File: src/rtl/aes_key_pkg.sv
// Shared types and helpers for the multi-slot AES key store.
package aes_key_pkg;

  // Full key storage width; shorter keys are zero-extended into it.
  localparam int unsigned KeyW = 256;

  typedef enum logic [1:0] {
    AES_128 = 2'd0,
    AES_192 = 2'd1,
    AES_256 = 2'd2
  } key_len_e;

  typedef enum logic [1:0] {
    ST_IDLE = 2'd0,
    ST_LOAD = 2'd1,
    ST_ZERO = 2'd2
  } key_store_state_e;

  // Number of load words that make up a key of the given length.
  function automatic int unsigned key_words(key_len_e len, int word_w);
    case (len)
      AES_128: return 128 / word_w;
      AES_192: return 192 / word_w;
      AES_256: return 256 / word_w;
      default: return 0;
    endcase
  endfunction

endpackage

File: src/rtl/aes_key_slot.sv
// One key slot: key storage plus valid, locked and length flags.
module aes_key_slot
  import aes_key_pkg::*;
#(
  parameter int WordW    = 32,
  parameter bit ResetAll = 1'b0,
  parameter int IdxW     = 3
) (
  input  logic            clk_i,
  input  logic            rst_ni,
  input  logic            clear_i,
  input  logic            zero_i,
  input  logic [1:0]      len_i,
  input  logic            word_we_i,
  input  logic [IdxW-1:0] word_idx_i,
  input  logic [WordW-1:0] word_i,
  input  logic            set_valid_i,
  input  logic            lock_i,
  output logic [KeyW-1:0] key_o,
  output logic [1:0]      len_o,
  output logic            valid_o,
  output logic            locked_o
);

  localparam int NumWords = KeyW / WordW;

  logic [KeyW-1:0] key_q, key_d;
  logic [1:0]      len_q;
  logic            valid_q, locked_q;

  // Next key value: clearing wins, otherwise drop the incoming word into its lane.
  always_comb begin
    key_d = key_q;
    if (zero_i || clear_i) begin
      key_d = '0;
    end else if (word_we_i) begin
      for (int w = 0; w < NumWords; w++) begin
        if (word_idx_i == IdxW'(w)) begin
          key_d[w*WordW +: WordW] = word_i;
        end
      end
    end
  end

  if (ResetAll) begin : g_key_rst
    // Key storage with reset, for builds that want a known key after reset.
    always_ff @(posedge clk_i or negedge rst_ni) begin
      if (!rst_ni) begin
        key_q <= '0;
      end else begin
        key_q <= key_d;
      end
    end
  end else begin : g_key_nrst
    // Key storage without reset; the valid flag guards its meaning.
    always_ff @(posedge clk_i) begin
      key_q <= key_d;
    end
  end

  // Slot flags; zeroize clears everything including the lock.
  always_ff @(posedge clk_i or negedge rst_ni) begin
    if (!rst_ni) begin
      valid_q  <= 1'b0;
      locked_q <= 1'b0;
      len_q    <= 2'd0;
    end else if (zero_i) begin
      valid_q  <= 1'b0;
      locked_q <= 1'b0;
      len_q    <= 2'd0;
    end else begin
      if (clear_i) begin
        valid_q <= 1'b0;
        len_q   <= len_i;
      end
      if (set_valid_i) begin
        valid_q <= 1'b1;
      end
      if (lock_i) begin
        locked_q <= 1'b1;
      end
    end
  end

  assign key_o    = key_q;
  assign len_o    = len_q;
  assign valid_o  = valid_q;
  assign locked_o = locked_q;

endmodule

File: src/rtl/aes_key_store.sv
// Multi-slot AES key store: word-serial loading, per-slot lock, sweep zeroization
// and a registered read port for the cipher cores.
module aes_key_store
  import aes_key_pkg::*;
#(
  parameter int NumSlots = 4,
  parameter int WordW    = 32,
  parameter bit ResetAll = 1'b0,
  localparam int SlotW   = (NumSlots > 1) ? $clog2(NumSlots) : 1
) (
  input  logic             clk_i,
  input  logic             rst_ni,
  input  logic             load_start_i,
  input  logic [SlotW-1:0] load_slot_i,
  input  logic [1:0]       load_len_i,
  input  logic             word_valid_i,
  input  logic [WordW-1:0] word_i,
  output logic             word_ready_o,
  input  logic             lock_i,
  input  logic [SlotW-1:0] lock_slot_i,
  input  logic             zeroize_i,
  output logic             busy_o,
  output logic             err_o,
  input  logic [SlotW-1:0] rd_slot_i,
  output logic [255:0]     key_o,
  output logic [1:0]       key_len_o,
  output logic             key_valid_o,
  output logic             key_locked_o
);

  localparam int MaxWords = KeyW / WordW;
  localparam int CntW     = (MaxWords > 1) ? $clog2(MaxWords) : 1;

  localparam int unsigned Words128 = key_words(AES_128, WordW);
  localparam int unsigned Words192 = key_words(AES_192, WordW);
  localparam int unsigned Words256 = key_words(AES_256, WordW);

  localparam logic [CntW-1:0] Last128 = CntW'(Words128 - 1);
  localparam logic [CntW-1:0] Last192 = CntW'(Words192 - 1);
  localparam logic [CntW-1:0] Last256 = CntW'(Words256 - 1);

  key_store_state_e state_q, state_d;
  logic [CntW-1:0]  cnt_q, cnt_d;
  logic [CntW-1:0]  last_q, last_d;
  logic [SlotW-1:0] load_slot_q, load_slot_d;
  logic [SlotW-1:0] zptr_q, zptr_d;
  logic             err_q, err_d;

  logic start_ok, word_acc, lock_ok;
  logic ld_in_range, ld_locked, lk_in_range;

  logic [KeyW-1:0] slot_key    [NumSlots];
  logic [1:0]      slot_len    [NumSlots];
  logic            slot_valid  [NumSlots];
  logic            slot_locked [NumSlots];

  logic [KeyW-1:0] rd_key;
  logic [1:0]      rd_len;
  logic            rd_valid, rd_locked;

  logic [KeyW-1:0] key_q;
  logic [1:0]      key_len_q;
  logic            key_valid_q, key_locked_q;

  // Decode slot indices against the populated slots; out-of-range indices match nothing.
  always_comb begin
    ld_in_range = 1'b0;
    ld_locked   = 1'b0;
    lk_in_range = 1'b0;
    for (int s = 0; s < NumSlots; s++) begin
      if (load_slot_i == SlotW'(s)) begin
        ld_in_range = 1'b1;
        ld_locked   = slot_locked[s];
      end
      if (lock_slot_i == SlotW'(s)) begin
        lk_in_range = 1'b1;
      end
    end
  end

  // Next-state, command acceptance and error decisions; zeroize overrides all.
  always_comb begin
    state_d     = state_q;
    cnt_d       = cnt_q;
    last_d      = last_q;
    load_slot_d = load_slot_q;
    zptr_d      = zptr_q;
    err_d       = 1'b0;
    start_ok    = 1'b0;
    word_acc    = 1'b0;
    lock_ok     = 1'b0;

    if (zeroize_i) begin
      state_d = ST_ZERO;
      zptr_d  = '0;
    end else begin
      if (load_start_i) begin
        if (state_q == ST_IDLE && ld_in_range && !ld_locked && load_len_i != 2'd3) begin
          start_ok    = 1'b1;
          state_d     = ST_LOAD;
          cnt_d       = '0;
          load_slot_d = load_slot_i;
          case (load_len_i)
            2'd0:    last_d = Last128;
            2'd1:    last_d = Last192;
            default: last_d = Last256;
          endcase
        end else begin
          err_d = 1'b1;
        end
      end

      if (lock_i) begin
        if (state_q != ST_ZERO && lk_in_range) begin
          lock_ok = 1'b1;
        end else begin
          err_d = 1'b1;
        end
      end

      case (state_q)
        ST_LOAD: begin
          if (word_valid_i) begin
            word_acc = 1'b1;
            if (cnt_q == last_q) begin
              state_d = ST_IDLE;
            end else begin
              cnt_d = cnt_q + 1'b1;
            end
          end
        end
        ST_ZERO: begin
          if (zptr_q == SlotW'(NumSlots - 1)) begin
            state_d = ST_IDLE;
          end else begin
            zptr_d = zptr_q + 1'b1;
          end
        end
        default: ;
      endcase
    end
  end

  // Control registers: FSM state, word counter, target slot, sweep pointer, error pulse.
  always_ff @(posedge clk_i or negedge rst_ni) begin
    if (!rst_ni) begin
      state_q     <= ST_IDLE;
      cnt_q       <= '0;
      last_q      <= '0;
      load_slot_q <= '0;
      zptr_q      <= '0;
      err_q       <= 1'b0;
    end else begin
      state_q     <= state_d;
      cnt_q       <= cnt_d;
      last_q      <= last_d;
      load_slot_q <= load_slot_d;
      zptr_q      <= zptr_d;
      err_q       <= err_d;
    end
  end

  for (genvar s = 0; s < NumSlots; s++) begin : g_slot
    logic sel_clear, sel_zero, sel_word, sel_valid, sel_lock;

    assign sel_clear = start_ok && (load_slot_i == SlotW'(s));
    assign sel_zero  = (state_q == ST_ZERO) && (zptr_q == SlotW'(s));
    assign sel_word  = word_acc && (load_slot_q == SlotW'(s));
    assign sel_valid = sel_word && (cnt_q == last_q);
    assign sel_lock  = lock_ok && (lock_slot_i == SlotW'(s));

    aes_key_slot #(
      .WordW   (WordW),
      .ResetAll(ResetAll),
      .IdxW    (CntW)
    ) u_slot (
      .clk_i      (clk_i),
      .rst_ni     (rst_ni),
      .clear_i    (sel_clear),
      .zero_i     (sel_zero),
      .len_i      (load_len_i),
      .word_we_i  (sel_word),
      .word_idx_i (cnt_q),
      .word_i     (word_i),
      .set_valid_i(sel_valid),
      .lock_i     (sel_lock),
      .key_o      (slot_key[s]),
      .len_o      (slot_len[s]),
      .valid_o    (slot_valid[s]),
      .locked_o   (slot_locked[s])
    );
  end

  // Read select mux; an unpopulated slot index reads as an empty slot.
  always_comb begin
    rd_key    = '0;
    rd_len    = 2'd0;
    rd_valid  = 1'b0;
    rd_locked = 1'b0;
    for (int s = 0; s < NumSlots; s++) begin
      if (rd_slot_i == SlotW'(s)) begin
        rd_key    = slot_key[s];
        rd_len    = slot_len[s];
        rd_valid  = slot_valid[s];
        rd_locked = slot_locked[s];
      end
    end
  end

  // Registered read flags, cleared immediately by reset.
  always_ff @(posedge clk_i or negedge rst_ni) begin
    if (!rst_ni) begin
      key_len_q    <= 2'd0;
      key_valid_q  <= 1'b0;
      key_locked_q <= 1'b0;
    end else begin
      key_len_q    <= rd_len;
      key_valid_q  <= rd_valid;
      key_locked_q <= rd_locked;
    end
  end

  if (ResetAll) begin : g_rd_rst
    // Registered read key, reset along with the storage.
    always_ff @(posedge clk_i or negedge rst_ni) begin
      if (!rst_ni) begin
        key_q <= '0;
      end else begin
        key_q <= rd_key;
      end
    end
  end else begin : g_rd_nrst
    // Registered read key, unreset like the storage behind it.
    always_ff @(posedge clk_i) begin
      key_q <= rd_key;
    end
  end

  assign key_o        = key_q;
  assign key_len_o    = key_len_q;
  assign key_valid_o  = key_valid_q;
  assign key_locked_o = key_locked_q;
  assign word_ready_o = (state_q == ST_LOAD);
  assign busy_o       = (state_q != ST_IDLE);
  assign err_o        = err_q;

endmodule

File: config.mk
export PLATFORM = sky130hd
export DESIGN_NAME = aes_key_store
export DESIGN_NICKNAME = d
export VERILOG_FILES = /design/src/rtl/aes_key_pkg.sv /design/src/rtl/aes_key_slot.sv /design/src/rtl/aes_key_store.sv
export SDC_FILE = /design/constraint.sdc
export NUM_CORES = 2
export LEC_CHECK = 0
export BUFFER_PORTS_ARGS = -buffer_cell sky130_fd_sc_hd__buf_4
export CAP_MARGIN = 20
export CORE_MARGIN = 2
export CORE_UTILIZATION = 23
export CTS_BUF_LIST = sky130_fd_sc_hd__clkbuf_4 sky130_fd_sc_hd__clkbuf_8
export CTS_CLUSTER_SIZE = 20
export DETAILED_ROUTE_END_ITERATION = 10
export HOLD_SLACK_MARGIN = 0.08
export SLEW_MARGIN = 25
export SYNTH_ARGS = -nofsm -noshare
export SYNTH_HDL_FRONTEND = slang
export SYNTH_SLANG_ARGS = --single-unit
File: constraint.sdc
create_clock -name clk_i -period 2 [get_ports clk_i]
set_clock_uncertainty 0.05 [all_clocks]
set_input_delay 0.2 -clock clk_i [delete_from_list [all_inputs] [get_ports clk_i]]
set_output_delay 0.2 -clock clk_i [all_outputs]
set_load 0.03 [all_outputs]
# Word level (Yosys, flattened, before mapping)
# Index checks and enable logic that the tools add are counted.
[totals]
word_cells = 257
input_bits = 46
out_inout_bits = 263
register_bits = 1313
[op_classes]
n_mux = 86
add_sub_neg = 2
reduce_logical = 85
n_bitwise = 1
eq_ne = 29
[ops]
columns = ["op", "count"]
rows = [
  ["$mux 256", 4],
  ["$reduce_and 2->1", 33],
  ["$mux 1", 54],
  ["$mux 2", 21],
  ["$logic_and 1x1->1", 24],
  ["$eq 2x2->1 const B", 11],
  ["$reduce_bool 2->1", 10],
  ["$mux 3", 5],
  ["$eq 2x1->1 const B", 7],
  ["$logic_not 2->1", 7],
  ["$eq 3x3->1 const B", 4],
  ["$reduce_bool 3->1", 4],
  ["$eq 3x2->1 const B", 2],
  ["$ne 2x2->1 const B", 3],
  ["$pmux 3 s2", 1],
  ["$logic_or 1x1->1", 4],
  ["$pmux 2 s2", 1],
  ["$add 3x1->3 const B", 1],
  ["$eq 3x1->1 const B", 1],
  ["$eq 3x3->1", 1],
  ["$logic_not 3->1", 1],
  ["$reduce_and 3->1", 1],
  ["$add 2x1->2 const B", 1],
  ["$logic_not 1->1", 1],
  ["$not 1->1", 1],
]

# Depth between registers and ports, before layout
[logic_depth]
ltp_word = 15
depth_mapped = 9
mapped_depth_nobuf = 6

# Modules after synthesis
# Synthesis repeated with hierarchy kept, for this count alone.
[unflattened]
hier_cells = 4482
hier_area_um2 = 56430.4
[modules_own_cells]
columns = ["module", "cells_per_inst", "area_per_inst_um2", "instances", "seq_area_each_um2"]
rows = [
  ["aes_key_slot", 951, 11044.3, 4, 5225.0],
  ["aes_key_store", 678, 12253.0, 1, 5550.3],
]

# Worst setup path before layout
# Ideal clock, no wire load.
[synth_path]
path_kind = "flip-flop to flip-flop"
startpoint = "register state_q[1]"
endpoint = "register g_slot[1].u_slot.key_q[225]"
required_time_ns = 1.818
arrival_ns = 2.070
path_buffers = 3
period_less_slack_ns = 2.252
slack_ns = -0.252
path_stages_with_launch = 10
setup_time_ns = 0.132
cell_sequence = "dfrtp_1 -> inv_1 -> ha_1 -> and4b_1 -> clkbuf_1 -> buf_2 -> nand3_1 -> clkbuf_1 -> nand2_1 -> a21oi_1"
[synth_between]
word_cells_on_any_way = 16
cone_classes = "2 x eq/ne; 5 x mux; 9 x reduce/logical"
[synth_rtl]
columns = ["item", "line", "rtl"]
rows = [
  ["start, declared", "aes_key_store.sv:42", "key_store_state_e state_q, state_d;"],
  ["start signal, assigned", "aes_key_store.sv:154", "state_q <= state_d;"],
  ["$eq 2x1->1", "-", ""],
  ["via word_ready_o", "aes_key_store.sv:18", "output logic word_ready_o,"],
  ["$mux 1", "aes_key_store.sv:121", "case (state_q)"],
  ["$mux 1", "aes_key_store.sv:93", "if (zeroize_i) begin"],
  ["$logic_and 1x1->1", "aes_key_store.sv:168", "assign sel_word = word_acc && (load_slot_q == SlotW'(s));"],
  ["$reduce_and 2->1 (no source line)", "-", ""],
  ["end signal, assigned", "aes_key_slot.sv:57", "key_q <= key_d;"],
  ["end, declared", "aes_key_slot.sv:27", "logic [KeyW-1:0] key_q, key_d;"],
]
# The timed path passes the listed nets, and every way through them passes these cells.
# A chain may end at the register's enable or synchronous reset.

# Worst setup path after layout
[layout_path]
startpoint = "register state_q[1]"
endpoint = "register g_slot[2].u_slot.key_q[26]"
[layout_between]
elab_chain_len = 9
word_cells_on_any_way = 16
cone_classes = "2 x eq/ne; 5 x mux; 9 x reduce/logical"
[layout_lines]
columns = ["item", "line", "rtl"]
rows = [
  ["$logic_not 2->1", "aes_key_store.sv:98", "if (state_q == ST_IDLE && ld_in_range && !ld_locked && load_len_i != 2'd3) begin"],
  ["$logic_and 1x1->1 (3 in series)", "aes_key_store.sv:98", ""],
  ["$mux 1", "aes_key_store.sv:98", ""],
  ["$mux 1", "aes_key_store.sv:97", "if (load_start_i) begin"],
  ["$mux 1", "aes_key_store.sv:93", ""],
  ["$logic_and 1x1->1", "aes_key_store.sv:166", "assign sel_clear = start_ok && (load_slot_i == SlotW'(s));"],
  ["$logic_or 1x1->1", "aes_key_slot.sv:34", "if (zero_i || clear_i) begin"],
  ["end signal, assigned", "aes_key_slot.sv:57", ""],
  ["end, declared", "aes_key_slot.sv:27", ""],
]
# Several ways; a longest one is shown, not always the timed one.

==> flow_summary.toml <==
[detailed_routing]
wl_per_cell_um = 21.9
firstDrtPassIters = 6
ant_nets = 0
drtIter0Drc = 3962
drc = 0
dr_total_vias = 41973
routed_wl_um = 194000
routed_via_density = 4.73

[clock_tree]
htree_levels = 4
cts.clk_slew.worst_paths_ps = 60
cts-root-buf = "clkbuf_8"
insertion_delay_ps = 970
clk_path_buf_depth = 3
tritoncts = "built"
cts_buffers = 224
cts.sinks = 1313

[global_routing]
grt_pass1_vias = 41097
grt_max_degree = 51
antenna_found_initial = 15
grtUsageTotal = 0.169
grt_first_pass_wirelength_um = 274000
overflow = 0

[floorplanning]
initial_utilization = 0.231
dieArea_um2 = 216000
rows = 169
fp.coreArea_um2 = 212000
die-height_um = 465
num_io_pins = 309
die_w_um = 465

[critical_path]
crit_path_start_kind = "flip-flop"
r2r-end = "g_slot[2].u_slot.key_o[26]"
reg2reg_slack_ps = -360
r2r_start = "state_q[1]"
path_max_fanout = 7
crit_path_start = "state_q[1]"
crit_type = "reg2reg"
critPathRequiredTime_ps = 2790
crit_arrival_ps = 3150
cp-end-kind = "flip-flop"
reg2regPathDepth = 11
crit_path_end = "g_slot[2].u_slot.key_o[26]"

[yosys]
synth_top_family_by_area = "simple AND/OR/NAND/NOR gates"
async_flop_share = 0.0251
synth_edf_count = 0
ys_top_cells_by_count = "2,068 x nand2_1, 1,280 x dfxtp_1, 1,033 x a21oi_1"
synth_area_leaders = "dfxtp_1 52%, nand2_1 16%, mux4_2 12%"
synth_seq_cells = 1313
synth_top_area_cell = "dfxtp_1"
yosys_warnings = 0
syn-num-nets = 5404
synth_top_area_frac = 0.525
ys_seq_area_frac = 0.541
synth-compound-area-share = 0.111
synth_xor_area_frac = 0.000717
synth.most_common_cell = "nand2_1"
synth_fa_ha_area_frac = 0.00333
synth.distinct_cells = 46
mappedNetlistArea_um2 = 48800
postSynthAreaPerCell_um2 = 9.14
ys.flop_type = "dfxtp_1"
postSynthCellCount = 5345
muxShareOfSynthArea = 0.122
yosys.area_share.simple = 0.174

[place]
gp_congestion = 0.807
io_buffers = 308
hpwl_um = 115000
dp.cells = 8237

[pwr]
vdd_ir_drop_max_mv = 0.678
switching_power_mw = 20.8
p_total_mw = 67.9
swShare = 0.307
internal_power_mw = 47.1
clockPowerShare = 0.402
p_per_area_nw_per_um2 = 1030
p_seq_frac = 0.394
leakagePower_nw = 23.6
p_comb_frac = 0.203

[layout]
area_growth_pct = 34.4
drive_gt1_frac = 0.266
nNetsFinal = 5906
ff_latch_area_um2 = 26500
nFillCells = 21398
final_util = 0.310
multi_input_area_um2 = 21100
fin_cells = 8868

[timing]
layout_setup_ws_ps = -358
tightest_slew_ps = 649
post-route-period-util = 1.18
rsz0062_at_grt = "true"
period_needed_ps = 2360
fmax_mhz = 424
final.setup.tns_ps = -217130
final_hold_viol_count = 0
slew_headroom = 0.568
slew_violations = 0
finalSetupViolCount = 1033
hold_slack_ps = 187

[status]
violations = "setup timing"
outcome = "finished, violations left"

[run]
drv_cap = 0

[worst_hold_path]
hp-class = "in2reg"
min_from = "word_i[22]"
[power by group through the flow]
stage / Sequential [mW] / Clock [mW] / Combinational, mW
4_1_cts: 26.8 / 28.0 / 13.4
6_report: 26.8 / 27.3 / 13.8
5_1_grt: 26.8 / 29.2 / 14.2
3_5_place_dp: 27.3 / 0 / 10.3
2_1_floorplan: 27.3 / 0 / 5.09
3_3_place_gp: 27.3 / 0 / 10.2
[worst min-delay path by stage]
stage	cells past startpoint	endpoint
6_report	4	g_slot[3].u_slot.key_o[54]
5_1_grt	4	g_slot[0].u_slot.key_o[97]
4_1_cts	4	g_slot[0].u_slot.key_o[62]
3_5_place_dp	1	err_o
3_3_place_gp	1	err_o
2_1_floorplan	0	cnt_q[0]
[cells in the final DEF (no fill, tap or decap), types with 4 or more instances in the layout]
master         Yosys  layout
o21ai_0            5       5
and3_2             0       6
diode_2            0      12
xnor2_1            4       4
buf_16             0      49
nor3_4             0      24
nand4_1            4       4
a21oi_1         1033     921
nor2b_1            7       7
a32oi_1            4       4
a21oi_2           10     119
mux4_2           261     261
bufinv_16          0       9
nand2_2            0      29
clkinvlp_4         0      11
nand3_4            0       8
or3_1             14       5
clkbuf_4           0      75
inv_1             10       6
clkbuf_16          0      20
clkinv_2           0      24
buf_8              1      14
dlygate4sd3_1      0      74
ha_1              13      11
mux2i_1            8       8
buf_4              4     437
dfxtp_1         1280    1280
nand2_1         2068    2035
clkbuf_8           0     280
inv_12             0       4
buf_12             1     147
buf_6             21      31
nand2_4            1       4
nor2_1            10      10
nand2b_1           7       7
nand3_2            0      12
dfrtp_1           33      32
or3_4              0       6
[cell families (layout without fill, tap and decap cells)]
| logic type | after synthesis | in the layout |
|---|---|---|
| simple gates | 2175 | 2175 |
| flops | 1313 | 1313 |
| compound gates | 1064 | 1064 |
| buf+inv | 507 | 1197 |
| mux | 269 | 269 |
| fa+ha+maj | 13 | 13 |
| xor+xnor | 4 | 4 |
| other cells | 0 | 12 |
[metal layers]
metal  vias up  wire length [µm]  GRT usage  share of wire
met2      2100             90800      0.277           0.47
met1     20565             74400      0.206           0.38
met4         6             11800     0.0931          0.061
met3       434             17200     0.0366          0.088
li1      18868                 -          -              -
met5         -                38          0        0.00020
[sequential cells by signal, indices dropped and copies added, names as in the netlist, 2 cells and up]
name and cells:
g_slot.u_slot.key_o 1024, key_o 256, g_slot.u_slot.len_o 8, g_slot.u_slot.locked_o 4
g_slot.u_slot.valid_o 4, cnt_q 3, last_q 3, key_len_o 2
load_slot_q 2, state_q 2, zptr_q 2
[what timing repair did]
item	CTS	global route
endpoints found under the setup margin	1025	1050
buffers inserted	53	21
pin swaps	11	19
cloned	47	21
hold buffers	75	0
gates resized for setup	166	135
endpoints found under the hold margin	1346	0
[critical path, cell delays in order (launching register included)]
cell,delay [ps]
dfrtp_1,400
inv_2,90
ha_4,140
buf_6,90
a21bo_4,210
or4_4,470
nand2_8,110
buf_12,150
buf_16,170
buf_12,160
clkbuf_16,150
a21oi_2,30
[area by class of cell]
class / count / share of cell area
Antenna cell: 12 / 0.000457
Multi-Input combinational cell: 3525 / 0.321
Timing Repair Buffer: 773 / 0.143
Sequential cell: 1313 / 0.403
Clock inverter: 59 / 0.0113
Inverter: 10 / 0.000629
Tap cell: 2821 / 0.0537
Clock buffer: 355 / 0.0673
[metrics by stage]
stage / area [µm²] / setup WS [ps]
final: 65700 / -358
after global routing: 65700 / -415
after CTS: 64700 / -364
after detailed placement: 56300 / -381
after global placement: 56300 / -339
after floorplan: 48900 / -95.4
(Power assumes the default switching activity.)
